## config.mk

```make
export PLATFORM = sky130hd
export DESIGN_NAME = imem_arbiter
export DESIGN_NICKNAME = d
export VERILOG_FILES = /design/src/rtl/imem_arbiter.sv
export SDC_FILE = /design/constraint.sdc
export NUM_CORES = 1
export LEC_CHECK = 0
export CAP_MARGIN = 20
export CELL_PAD_IN_SITES_DETAIL_PLACEMENT = 1
export CELL_PAD_IN_SITES_GLOBAL_PLACEMENT = 2
export CORE_MARGIN = 4
export CORE_UTILIZATION = 14
export CTS_BUF_LIST = sky130_fd_sc_hd__clkbuf_4 sky130_fd_sc_hd__clkbuf_8
export CTS_CLUSTER_DIAMETER = 50
export DETAILED_ROUTE_END_ITERATION = 8
export HOLD_SLACK_MARGIN = 0.05
export PLACE_DENSITY_LB_ADDON = 0.05
export RECOVER_POWER = 25
export SETUP_SLACK_MARGIN = 0.15
export SYNTH_ARGS = -nofsm -noshare
export SYNTH_HDL_FRONTEND = slang
export SYNTH_SLANG_ARGS = --single-unit
export TNS_END_PERCENT = 1
```

## constraint.sdc

```tcl
create_clock -name clk -period 1.5 [get_ports clk]
set_input_delay 0.375 -clock clk [delete_from_list [all_inputs] [get_ports clk]]
set_output_delay 0.375 -clock clk [all_outputs]
set_load 0.01 [all_outputs]
```

## src/rtl/imem_arbiter.sv

```systemverilog
// imem_arbiter: shares one single-port instruction memory between the CPU fetch
// port and the program loader. Fetch gets 1-cycle-latency registered responses;
// out-of-range or misaligned accesses are flagged and never touch memory.
// Optional boot sweep that zeroes the memory after reset: macro IMEM_BOOT_CLEAR_EN.
//
// state   | meaning
// --------+-------------------------------------------------------------
// S_CLEAR | sweep memory: write 0 to every word, one per cycle (busy=1)
// S_RUN   | arbitrate fetch vs. load, alternating under contention
module imem_arbiter #(
  parameter int MEM_SIZE = 256,
  parameter int AW       = $clog2(MEM_SIZE)
) (
  input  logic          clk,
  input  logic          resetn,
  input  logic          fetch_valid,
  input  logic [31:0]   fetch_addr,
  output logic          fetch_ready,
  output logic          fetch_rvalid,
  output logic [31:0]   fetch_rdata,
  output logic          fetch_err,
  input  logic          load_valid,
  input  logic [31:0]   load_addr,
  input  logic [31:0]   load_data,
  output logic          load_ready,
  output logic          load_err,
  output logic [AW-1:0] mem_addr,
  output logic          mem_we,
  output logic [31:0]   mem_wdata,
  input  logic [31:0]   mem_rdata,
  output logic          busy
);

  localparam logic [31:0] NOP_INSN = 32'h0000_0013;

  typedef enum logic {G_FETCH, G_LOAD} grant_t;

  grant_t        r_last_grant;
  logic          r_fetch_rvalid;
  logic [31:0]   r_fetch_rdata;
  logic          r_fetch_err;
  logic          r_load_err;

  logic          w_clear;
  logic [AW-1:0] w_clr_addr;
  logic          w_grant_f;
  logic          w_grant_l;
  logic          w_fetch_bad;
  logic          w_load_bad;

`ifdef IMEM_BOOT_CLEAR_EN
  typedef enum logic {S_CLEAR, S_RUN} state_t;

  state_t        r_state;
  state_t        w_state_nxt;
  logic [AW-1:0] r_clr_cnt;

  // State register and sweep counter; reset restarts the sweep from word 0.
  always_ff @(posedge clk or negedge resetn) begin
    if (!resetn) begin
      r_state   <= S_CLEAR;
      r_clr_cnt <= '0;
    end else begin
      r_state <= w_state_nxt;
      if (r_state == S_CLEAR) r_clr_cnt <= r_clr_cnt + AW'(1);
    end
  end

  // Leave the sweep after the last word has been written.
  always_comb begin
    w_state_nxt = r_state;
    if (r_state == S_CLEAR && r_clr_cnt == AW'(MEM_SIZE - 1)) w_state_nxt = S_RUN;
  end

  assign w_clear    = (r_state == S_CLEAR);
  assign w_clr_addr = r_clr_cnt;
`else
  assign w_clear    = 1'b0;
  assign w_clr_addr = '0;
`endif

  // Word index beyond the memory or a non-word-aligned byte address.
  assign w_fetch_bad = (fetch_addr[1:0] != 2'b00) || ({2'b00, fetch_addr[31:2]} >= 32'(MEM_SIZE));
  assign w_load_bad  = (load_addr[1:0]  != 2'b00) || ({2'b00, load_addr[31:2]}  >= 32'(MEM_SIZE));

  // Loader wins a tie only when fetch had the previous grant.
  assign w_grant_l = !w_clear && load_valid && (!fetch_valid || r_last_grant == G_FETCH);
  assign w_grant_f = !w_clear && fetch_valid && !w_grant_l;

  // Memory port mux and handshake outputs.
  always_comb begin
    fetch_ready = 1'b0;
    load_ready  = 1'b0;
    mem_we      = 1'b0;
    mem_addr    = '0;
    mem_wdata   = '0;
    busy        = 1'b0;
    if (w_clear) begin
      mem_we   = 1'b1;
      mem_addr = w_clr_addr;
      busy     = 1'b1;
    end else if (w_grant_l) begin
      load_ready = 1'b1;
      mem_addr   = load_addr[AW+1:2];
      mem_wdata  = load_data;
      mem_we     = !w_load_bad;
    end else if (w_grant_f) begin
      fetch_ready = 1'b1;
      mem_addr    = fetch_addr[AW+1:2];
    end
  end

  // Grant history; idle cycles leave it unchanged.
  always_ff @(posedge clk or negedge resetn) begin
    if (!resetn) begin
      r_last_grant <= G_FETCH;
    end else if (w_grant_l) begin
      r_last_grant <= G_LOAD;
    end else if (w_grant_f) begin
      r_last_grant <= G_FETCH;
    end
  end

  // Registered fetch response and load error pulse, one cycle after acceptance.
  always_ff @(posedge clk or negedge resetn) begin
    if (!resetn) begin
      r_fetch_rvalid <= 1'b0;
      r_fetch_rdata  <= '0;
      r_fetch_err    <= 1'b0;
      r_load_err     <= 1'b0;
    end else begin
      r_fetch_rvalid <= w_grant_f;
      r_fetch_err    <= w_grant_f && w_fetch_bad;
      r_load_err     <= w_grant_l && w_load_bad;
      if (w_grant_f) r_fetch_rdata <= w_fetch_bad ? NOP_INSN : mem_rdata;
    end
  end

  assign fetch_rvalid = r_fetch_rvalid;
  assign fetch_rdata  = r_fetch_rdata;
  assign fetch_err    = r_fetch_err;
  assign load_err     = r_load_err;

endmodule

```

# == Word-level counts from Yosys, hierarchy flattened ==
# Cells that the tools add are included.
# word_totals
reg_bits,36
wordCells,31
in_bits,132
# op_classes
bitwise_logic,1
reduce_logical,13
n_lt_le_gt_ge,2
n_mux,10
# op_table
operator,count
2-to-1 mux 32 bit,2
>= comparator 30 x 9 -> 1 bit (second input constant),2
2-to-1 mux 8 bit,2
2-to-1 mux 1 bit,6
nonzero test 2 bit,3
logical AND 1 bit,4
logical NOT 1 bit,3
logical OR 1 bit,3
NOT 1 bit,1

# == Depth between registers and ports, before layout ==
# Gate-level depths: netlist (run 1).
# depth
word_depth,7
mapped_depth,6
depth_no_buf,5

# == Least setup slack after synthesis (run 1) ==
# OpenSTA, ideal clock, no wires.
# synth_timing
path_kind,input port to output port
start,input fetch_valid
end,output mem_addr[0]
arrival_ns,1.120
path_stages,6
slack_ns,0.005
cell_sequence,nand2_1 > nand2_1 > inv_1 > clkbuf_1 > nand2_1 > o21ai_0
# synth_via
elab_chain_len,7
# synth_lines
element,line,text
start: declaration,16,"input logic fetch_valid,"
logical NOT 1 bit,87,assign w_grant_l = !w_clear && load_valid && (!fetch_valid || r_last_grant == G_FETCH);
logical OR 1 bit,87,
logical AND 1 bit,87,
logical NOT 1 bit,88,assign w_grant_f = !w_clear && fetch_valid && !w_grant_l;
logical AND 1 bit,88,
2-to-1 mux 8 bit,107,end else if (w_grant_f) begin
2-to-1 mux 8 bit (*),102,end else if (w_grant_l) begin
end: declaration,27,"output logic [AW-1:0] mem_addr,"
# Mark *: on every way between the ends. The rest lies on a longest branch, timed or not.

# == Final worst setup path (run 1) ==
# layout_timing
start,register r_last_grant
end,output mem_addr[5]
# layout_via
elab_chain_len,7
# layout_lines
element,line,text
start: declaration,38,grant_t r_last_grant;
start signal: assignment,116,r_last_grant <= G_FETCH;
start signal: assignment,118,r_last_grant <= G_LOAD;
start signal: assignment,120,r_last_grant <= G_FETCH;
NOT 1 bit (*),87,
logical OR 1 bit (*),87,
logical AND 1 bit (*),87,
logical NOT 1 bit,88,
logical AND 1 bit,88,
2-to-1 mux 8 bit,107,
2-to-1 mux 8 bit (*),102,
# Marked as above.

==> results of run 1 <==
[routing by layer]
| metal | up-vias | track usage | share of wire |
|---|---|---|---|
| met2 | 143 | 0.220 | 0.49 |
| met5 | - | 0 | 0 |
| met4 | 0 | 0.0331 | 0.013 |
| li1 | 1204 | - | - |
| met3 | 7 | 0.0617 | 0.12 |
| met1 | 1250 | 0.141 | 0.38 |
[Yosys cell counts, types with 4 or more instances]
| cell | count | area [sq um] |
|---|---|---|
| o21ai_0 | 9 | 45.0 |
| buf_2 | 4 | 20.0 |
| inv_1 | 6 | 22.5 |
| nand2_1 | 20 | 75.1 |
| a32o_1 | 29 | 290 |
| dfrtp_1 | 36 | 901 |
| a21oi_1 | 4 | 20.0 |
| clkbuf_1 | 14 | 52.6 |
| and2_1 | 32 | 200 |
| nor4_1 | 10 | 62.6 |
| and3_1 | 29 | 181 |
[how the worst max path moves through the flow]
stage / start / endpoint / cells after the start
after detailed placement: load_addr[23] / mem_we / 5
after global placement: load_addr[23] / mem_we / 5
after floorplan: fetch_addr[23] / fetch_rdata[0]$_DFFE_PN0P_ / 4
final: r_last_grant$_DFFE_PN0P_ / mem_addr[5] / 8
after global routing: r_last_grant$_DFFE_PN0P_ / mem_addr[5] / 8
after CTS: r_last_grant$_DFFE_PN0P_ / mem_addr[6] / 8
[through the flow]
| step | util | total power (W) | area [sq um] | setup slack (ns) |
|---|---|---|---|---|
| 2_1_floorplan | - | 0.00125 | 2050 | 0.0485 |
| 3_3_place_gp | 0.316 | 0.00189 | 4420 | -0.926 |
| 3_5_place_dp | 0.316 | 0.00189 | 4420 | -0.940 |
| 4_1_cts | 0.322 | 0.00280 | 4510 | -0.347 |
| 5_1_grt | 0.328 | 0.00292 | 4580 | -0.393 |
| 6_report | 0.328 | 0.00277 | 4580 | -0.303 |
[placed cells by master, fill, tap and decap left out, drive strengths merged, types with 2 or more instances in the layout]
cell,count
and2,32
dlygate4sd2,25
inv,6
nor4,10
a32o,29
dfrtp,36
clkdlybuf4s15,32
clkbuf,10
a41oi,3
buf,67
nand2,20
clkdlybuf4s50,104
o21ai,9
a21oi,4
and3,29
or4,2
[area by class of cell]
class | count | area [sq um] | area share
Sequential cell | 36 | 901 | 0.197
Timing Repair Buffer | 233 | 2210 | 0.482
Tap cell | 180 | 225 | 0.0491
Clock buffer | 6 | 76.3 | 0.0166
Clock inverter | 2 | 35.0 | 0.00764
Multi-Input combinational cell | 145 | 1110 | 0.243
Inverter | 6 | 25.0 | 0.00546
[cell families (layout without fill, tap and decap cells)]
| kind of cell | after synthesis | count (layout) | share of synthesized area |
|---|---|---|---|
| AO/OA/AOI/OAI | 46 | 46 | 0.192 |
| buffers and inverters | 29 | 247 | 0.0693 |
| other | 1 | 1 | 0.00185 |
| AND/OR/NAND/NOR | 98 | 98 | 0.291 |
| flip-flops | 36 | 36 | 0.446 |
[sequential cells by signal (all words and copies together) (netlist names)]
| signal | count |
|---|---|
| r_last_grant | 1 |
| fetch_err | 1 |
| load_err | 1 |
| fetch_rvalid | 1 |
| fetch_rdata | 32 |
[power breakdown]
group | switching (W) | internal [W]
Clock | 0.000371 | 0.000512
Sequential | 0.00000474 | 0.000980
Combinational | 0.000357 | 0.000542
[timing repair]
| action | in CTS | in global routing |
|---|---|---|
| setup endpoints to repair | 112 | 81 |
| hold buffers | 1 | 0 |
| setup buffers | 5 | 0 |
| gates resized for setup | 303 | 25 |
| endpoints found under the hold margin | 14 | 0 |
| pin swaps | 24 | 10 |
| gates cloned | 2 | 0 |
==> reports/qor.csv, run 1 <==
metric,value,unit
yosysUniqueCellTypes,23,
fin_ws,-0.303,ns
drt_iter0_markers,62,
worstPathRequired,1.12,ns
area.growth.synth_to_final,127,%
postRouteAntennaNets,0,
setup_tns,-12.67,ns
worstPathCellList,nand2_2 > nand2_2 > inv_4 > buf_6 > buf_12 > nand2_2 > o21ai_1 > buf_2,
fin_crit,1.80,ns
start_util,0.145,
fin_crit_sh,1.20,
synthCells,210,
routabilityCongestion,0.718,
dp.cells,592,
rsz0062_at_grt,yes,
setup_viol,76,
critPathBufInv,4,
syn_area_per_cell,9.63,sq um
postSynthNetCount,342,
dieArea,16400,sq um
htree_levels,2,
worstRegToRegCells,6,
crit_slowest_cell,dfrtp_1,
hpwlAfterDp,8.37,mm
cpPeakStageDelay,0.39,ns
overflow,0,
path_class,reg2out,
p_per_area,603,nW/um^2
drc,0,
violations,setup timing,
holdCritPathClass,reg2reg,
cts_tree,done,
nets,559,
ioPinCount,211,
max-vdd-ir-drop,296,uV
die_h,128,microns
grt_first_pass_wirelength,16.4,mm
netlist_area,2020,sq um
clkSinkCount,36,
clk_pin_slew_worst_paths,0.08,ns
grt_max_degree,34,
drive_gt1_frac,0.271,
vias,2604,
cts_root_buf,clkbuf_8,
status,"finished, violations left",
final_max_slew_viol_count,0,
diodes,0,
hold_slack,0.494,ns
start_kind,flip-flop,
routedWlPerCell,17.8,microns
worstSetupEndpointType,output port,
regToRegStartpoint,r_last_grant$_DFFE_PN0P_,
portBuffers,209,
ys_seq_area_frac,0.446,
fmaxAchievable,554,MHz
cts_max_path_buffers,2,
grt_usage,0.128,
routed_wl,10.8,mm
r2r_setup_slack,-0.07,ns
hold_viol,0,
antenna_found_initial,0,
clk_latency,0.29,ns
first_global_vias,2988,
firstDrtPassIters,4,
core_area,14000,sq um
synth_edf_count,0,
timing.rr.end,fetch_rdata[5]$_DFFE_PN0P_,
maxCapViolations,0,
nFillCells,1613,
holdPathStages,1,
clock_skew,0.00369,ns
cts-buffers-inserted,5,
fin_cells,608,
async_reset_ff_frac,1.00,
hp-start,fetch_rdata[9]$_DFFE_PN0P_,
synth_top_flop_cell,dfrtp_1,
yosys_warnings,0,
critPathMaxFanout,7,
vias_per_cell,4.28,
synth.ff_latch_count,36,
critPathTopFamily,buffers and inverters,
cpMostUsedCell,nand2_2,
hold_path_end,fetch_rdata[9]$_DFFE_PN0P_,
p_leak,2.10,nW
num_rows,43,
fp.dieW,128,microns
worstPathArrival,1.43,ns
Note: power is estimated with default switching activity, not from simulation.
==> inputs of run 2 (changes only) <==
MAX_ROUTING_LAYER = met4   (was not set)
SLEW_MARGIN = 40   (was not set)
==> reports/qor.csv, run 2 (same netlist as run 1, synthesis figures left out) <==
metric,value,unit,change
final_common_cell,clkdlybuf4s50_1,,
regToRegStartpoint,r_last_grant$_DFFE_PN0P_,,
htree_levels,2,,unchanged
status,"finished, violations left",,
area.growth.synth_to_final,127,%,about the same
grt-busiest-layer,met2,,
worstRegToRegCells,6,,unchanged
cts_max_path_buffers,2,,unchanged
start_kind,flip-flop,,
fin_ws,-0.297,ns,+0.00643 ns
overflow,0,,unchanged
largest_reg_flops,32,,unchanged
fin_crit,1.80,ns,-0.00643 ns
diodes,0,,unchanged
hold_viol,0,,unchanged
post-place-ws,-0.940,ns,unchanged
hp-start,fetch_rdata[9]$_DFFE_PN0P_,,
final_max_slew_viol_count,0,,unchanged
vias,2591,,-0.50%
routedWlPerCell,17.8,microns,+0.36%
finalPower,0.00276,W,-0.26%
rsz0062_at_grt,yes,,
nFillCells,1615,,+0.12%
worstSetupStartpoint,r_last_grant$_DFFE_PN0P_,,
grt_usage,0.132,,+0.00369
cts_root_buf,clkbuf_8,,
use_met3,0.0563,,-0.00542
firstDrtPassIters,4,,unchanged
grt_first_pass_wirelength,16.3,mm,-0.76%
violations,setup timing,,
drc,0,,unchanged
gr-usage-met2,0.220,,unchanged
dieArea,16400,sq um,unchanged
fp.dieW,128,microns,unchanged
start_util,0.145,,unchanged
critPathMaxFanout,7,,unchanged
postRouteAntennaNets,0,,unchanged
routabilityCongestion,0.727,,+1.2%
dp.cells,592,,unchanged
p_leak,2.12,nW,+0.96%
clock_skew,0.00313,ns,-0.000567 ns
hold_slack,0.494,ns,-0.000130 ns
drt_iter0_markers,67,,+8.1%
fin_crit_sh,1.20,,-0.00429
worstPathCellList,nand2_2 > nand2_2 > inv_4 > buf_6 > buf_12 > nand2_2 > o21ai_2 > buf_2,,
use_met1,0.144,,+0.00330
routed_wl,10.8,mm,+0.36%
clk_pin_slew_worst_paths,0.08,ns,about the same
hold_path_end,fetch_rdata[9]$_DFFE_PN0P_,,
worstSetupEndpointType,output port,,
grt_max_degree,34,,unchanged
critPathTopFamily,buffers and inverters,,
crit_slowest_cell,dfrtp_1,,
cts-buffers-inserted,5,,unchanged
hpwlAfterDp,8.37,mm,unchanged
portBuffers,209,,unchanged
cts_tree,done,,
r2r_setup_slack,-0.09,ns,-0.02 ns
path_class,reg2out,,
worstPathArrival,1.42,ns,about the same
fin_util,0.328,,about the same
worstPathRequired,1.12,ns,about the same
cpPeakStageDelay,0.39,ns,about the same
timing.rr.end,fetch_rdata[21]$_DFFE_PN0P_,,
first_global_vias,3017,,+0.97%
fmaxAchievable,556,MHz,+0.36%
holdPathStages,1,,unchanged
die_h,128,microns,unchanged
nets,559,,unchanged
p_per_area,601,nW/um^2,-0.34%
holdCritPathClass,reg2reg,,
max-vdd-ir-drop,278,uV,-6.1%
final_cell_mix,"101 x clkdlybuf4s50_1, 36 x dfrtp_1, 30 x buf_2",,
antenna_found_initial,0,,unchanged
core_area,14000,sq um,unchanged
clk_latency,0.29,ns,about the same
fin_cells,608,,unchanged
cpMostUsedCell,nand2_2,,
vias_per_cell,4.26,,-0.50%
critPathBufInv,4,,unchanged
maxCapViolations,0,,unchanged
setup_viol,76,,unchanged
ioPinCount,211,,unchanged
drive_gt1_frac,0.271,,unchanged
clkSinkCount,36,,unchanged
num_rows,43,,unchanged
-- run 2: changes by cell type in the layout (fill, tap and decap cells not counted) --
| cell | previous run | this run |
|---|---|---|
| a21oi_2 | 0 | 1 |
| and2_1 | 25 | 26 |
| clkdlybuf4s50_1 | 104 | 101 |
| a21oi_1 | 4 | 3 |
| nand2_4 | 2 | 1 |
| nand2_2 | 5 | 6 |
| dlymetal6s2s_1 | 0 | 3 |
| and2_4 | 7 | 6 |
-- run 2: final cells by class --
| type | count | area, sq um | area share |
|---|---|---|---|
| multi-input combinational | 145 | 1110 | 0.242 |
| timing repair buffer | 233 | 2220 | 0.483 |
| inverter | 6 | 25.0 | 0.00545 |
| clock buffer | 6 | 76.3 | 0.0166 |
| tap | 180 | 225 | 0.0491 |
| sequential | 36 | 901 | 0.196 |
| clock inverter | 2 | 35.0 | 0.00764 |
-- run 2: where the power goes --
group / internal, W / switching, W / total (W)
Sequential: 0.000981 / 0.00000479 / 0.000985
Clock: 0.000512 / 0.000366 / 0.000878
Combinational: 0.000539 / 0.000356 / 0.000895
-- run 2: worst register-to-register path: cells and delay by family (launching register included) --
| family | cells | cell delay (ns) |
|---|---|---|
| AO/OA/AOI/OAI | 1 | 0.25 |
| buffers and inverters | 3 | 0.45 |
| flip-flops | 1 | 0.39 |
| AND/OR/NAND/NOR | 2 | 0.40 |
-- run 2: how the worst max path moves through the flow --
stage | end | slack, ns | cells past startpoint
floorplan | fetch_rdata[0]$_DFFE_PN0P_ | 0.05 | 4
global placement | mem_we | -0.93 | 5
detailed placement | mem_we | -0.94 | 5
CTS | mem_addr[6] | -0.35 | 8
global route | mem_addr[2] | -0.39 | 8
finish | mem_addr[1] | -0.30 | 8
-- run 2: metal layers --
metal  vias up  wire [microns]
met4         0             146
met2       141            5360
met3         7            1160
li1       1204               -
met1      1239            4170
met5         -               0
-- run 2: timing repair --
item,4_1_cts,5_1_grt
pin swaps,24,10
hold endpoints to repair,14,0
cloned,2,0
hold buffers,1,0
setup buffers,5,0
endpoints found under the setup margin,112,81
resized for setup,303,28
-- run 2: metrics by stage --
step           setup TNS [ns]  instance area (sq um)
6_report               -12.60                   4590
5_1_grt                -18.59                   4590
4_1_cts                -14.55                   4510
3_5_place_dp           -49.38                   4420
3_3_place_gp           -48.85                   4420
2_1_floorplan               0                   2050
==> inputs of run 3 (changes only) <==
CORE_MARGIN = 2   (was 4)
==> reports/qor.csv, run 3 (same netlist as run 1, synthesis figures left out) <==
metric,value,unit,change
status,"finished, violations left",,
violations,setup timing,,
routedWlPerCell,17.7,microns,-0.54%
postRouteAntennaNets,0,,unchanged
grt_first_pass_wirelength,15.8,mm,-2.8%
cts-buffers-inserted,5,,unchanged
firstDrtPassIters,4,,unchanged
fmaxAchievable,538,MHz,-3.2%
start_kind,flip-flop,,
cts_root_buf,clkbuf_8,,
routed_wl,10.9,mm,+0.28%
dieArea,15400,sq um,-6.1%
hold_viol,0,,unchanged
num_rows,43,,unchanged
diodes,0,,unchanged
clkSinkCount,36,,unchanged
htree_levels,2,,unchanged
fp.dieW,124,microns,-3.1%
max-vdd-ir-drop,327,uV,+17%
first_global_vias,2848,,-5.6%
routabilityCongestion,0.738,,+1.5%
worst_pin_slew,0.548,ns,
antenna_found_initial,0,,unchanged
rsz0062_at_grt,yes,,
place_area,4390,sq um,-0.51%
drt_iter0_markers,87,,+30%
critPathMaxFanout,6,,-1
maxCapViolations,0,,unchanged
core_area,14000,sq um,unchanged
ioPinCount,211,,unchanged
grt_usage,0.143,,+0.0115
drc,0,,unchanged
crit_slowest_cell,dfrtp_1,,
cts_max_path_buffers,2,,unchanged
max_slew_margin,0.635,,
path_class,reg2out,,
vias_per_cell,4.25,,-0.32%
largest_reg_flops,32,,unchanged
p_per_area,601,nW/um^2,about the same
hpwlAfterDp,7.76,mm,-7.2%
clock_skew,0.0103,ns,+0.00715 ns
worstPathRequired,1.12,ns,about the same
fin_util,0.332,,+0.00411
setup_viol,73,,-3.9%
clk_pin_slew_worst_paths,0.08,ns,about the same
final_common_cell,clkdlybuf4s50_1,,
portBuffers,209,,unchanged
final_max_slew_viol_count,0,,unchanged
finish.instance_area,4650,sq um,+1.3%
holdCritPathClass,reg2reg,,
die_h,124,microns,-3.1%
worstPathArrival,1.48,ns,+0.06 ns
post-place-ws,-0.968,ns,-0.0283 ns
drive_gt1_frac,0.275,,+0.00380
fin_crit_sh,1.24,,+0.0402
area.growth.synth_to_final,130,%,
worstSetupEndpointType,output port,,
cpPeakStageDelay,0.36,ns,-0.03 ns
vias,2604,,+0.50%
fin_crit,1.86,ns,+0.0602 ns
nets,564,,+0.89%
hold_slack,0.493,ns,-0.000607 ns
p_leak,2.16,nW,+1.6%
cts_tree,done,,
start_util,0.145,,unchanged
final_cell_mix,"83 x clkdlybuf4s50_1, 37 x clkdlybuf4s15_1, 36 x dfrtp_1, 35 x dlygate4sd2_1, 31 x buf_2",,
finalPower,0.00279,W,+1.2%
clk_latency,0.29,ns,about the same
worstPathCellList,nand2_2 > nand2_4 > inv_6 > buf_8 > buf_12 > buf_16 > and2_4 > buf_6,,
overflow,0,,unchanged
grt_max_degree,37,,+8.8%
fin_ws,-0.357,ns,-0.0602 ns
[run 3: cell count changes in the layout (fill, tap and decap cells not counted), sizes merged]
| cell | delta |
|---|---|
| clkbuf | +3 |
| buf | +6 |
| dlymetal6s2s | -3 |
| clkdlybuf4s50 | -18 |
| dlygate4sd2 | +10 |
| clkdlybuf4s15 | +7 |
[run 3: power by group]
part / switching [W] / total [W] / internal (W)
logic: 0.000363 / 0.000928 / 0.000565
registers: 0.00000528 / 0.000986 / 0.000981
clock network: 0.000365 / 0.000877 / 0.000512
total: 0.000733 / 0.00279 / 0.00206
[run 3: worst max-delay path: cells and delay by family, from the launching register on]
kind | cells | cell delay [ns]
AND/OR/NAND/NOR | 3 | 0.30
flip-flops | 1 | 0.36
buffers and inverters | 5 | 0.53
[run 3: repair_timing]
action,in CTS,in global routing
hold endpoints to repair,35,0
buffers inserted,10,1
gates resized for setup,336,27
hold buffers,1,0
gates cloned,4,0
pin swaps,29,5
endpoints found under the setup margin,112,89
[run 3: stage by stage]
stage	setup TNS (ns)	instances
floorplan	0	210
global placement	-50.66	589
detailed placement	-50.07	589
CTS	-14.88	612
global route	-19.38	613
finish	-14.47	613
[run 3: routing by layer]
metal,share of wire,global-route usage
met1,0.36,0.151
met2,0.48,0.235
met3,0.14,0.0755
met4,0.014,0.0372
met5,0,-
[run 3: final timing paths]
| kind | start | end | slack, ns | depth (start not counted) |
|---|---|---|---|---|
| max in group asynchronous | resetn | fetch_rdata[8]$_DFFE_PN0P_ | 0.42 | 3 |
| worst max-delay path | r_last_grant$_DFFE_PN0P_ | mem_wdata[25] | -0.36 | 8 |
| worst min register to register | fetch_rdata[23]$_DFFE_PN0P_ | fetch_rdata[23]$_DFFE_PN0P_ | 0.49 | 1 |
| worst max register to register | r_last_grant$_DFFE_PN0P_ | fetch_rdata[9]$_DFFE_PN0P_ | -0.08 | 6 |
| worst min-delay path | fetch_rdata[23]$_DFFE_PN0P_ | fetch_rdata[23]$_DFFE_PN0P_ | 0.49 | 1 |
| min in group asynchronous | resetn | fetch_rdata[27]$_DFFE_PN0P_ | 0.71 | 3 |
[run 3: area by class of cell]
cell class	instances	area [sq um]
Multi-Input combinational cell	145	1090
Clock buffer	6	76.3
Inverter	6	27.5
Timing Repair Buffer	238	2290
Fill cell	1639	9340
Clock inverter	2	35.0
Tap cell	180	225
Sequential cell	36	901
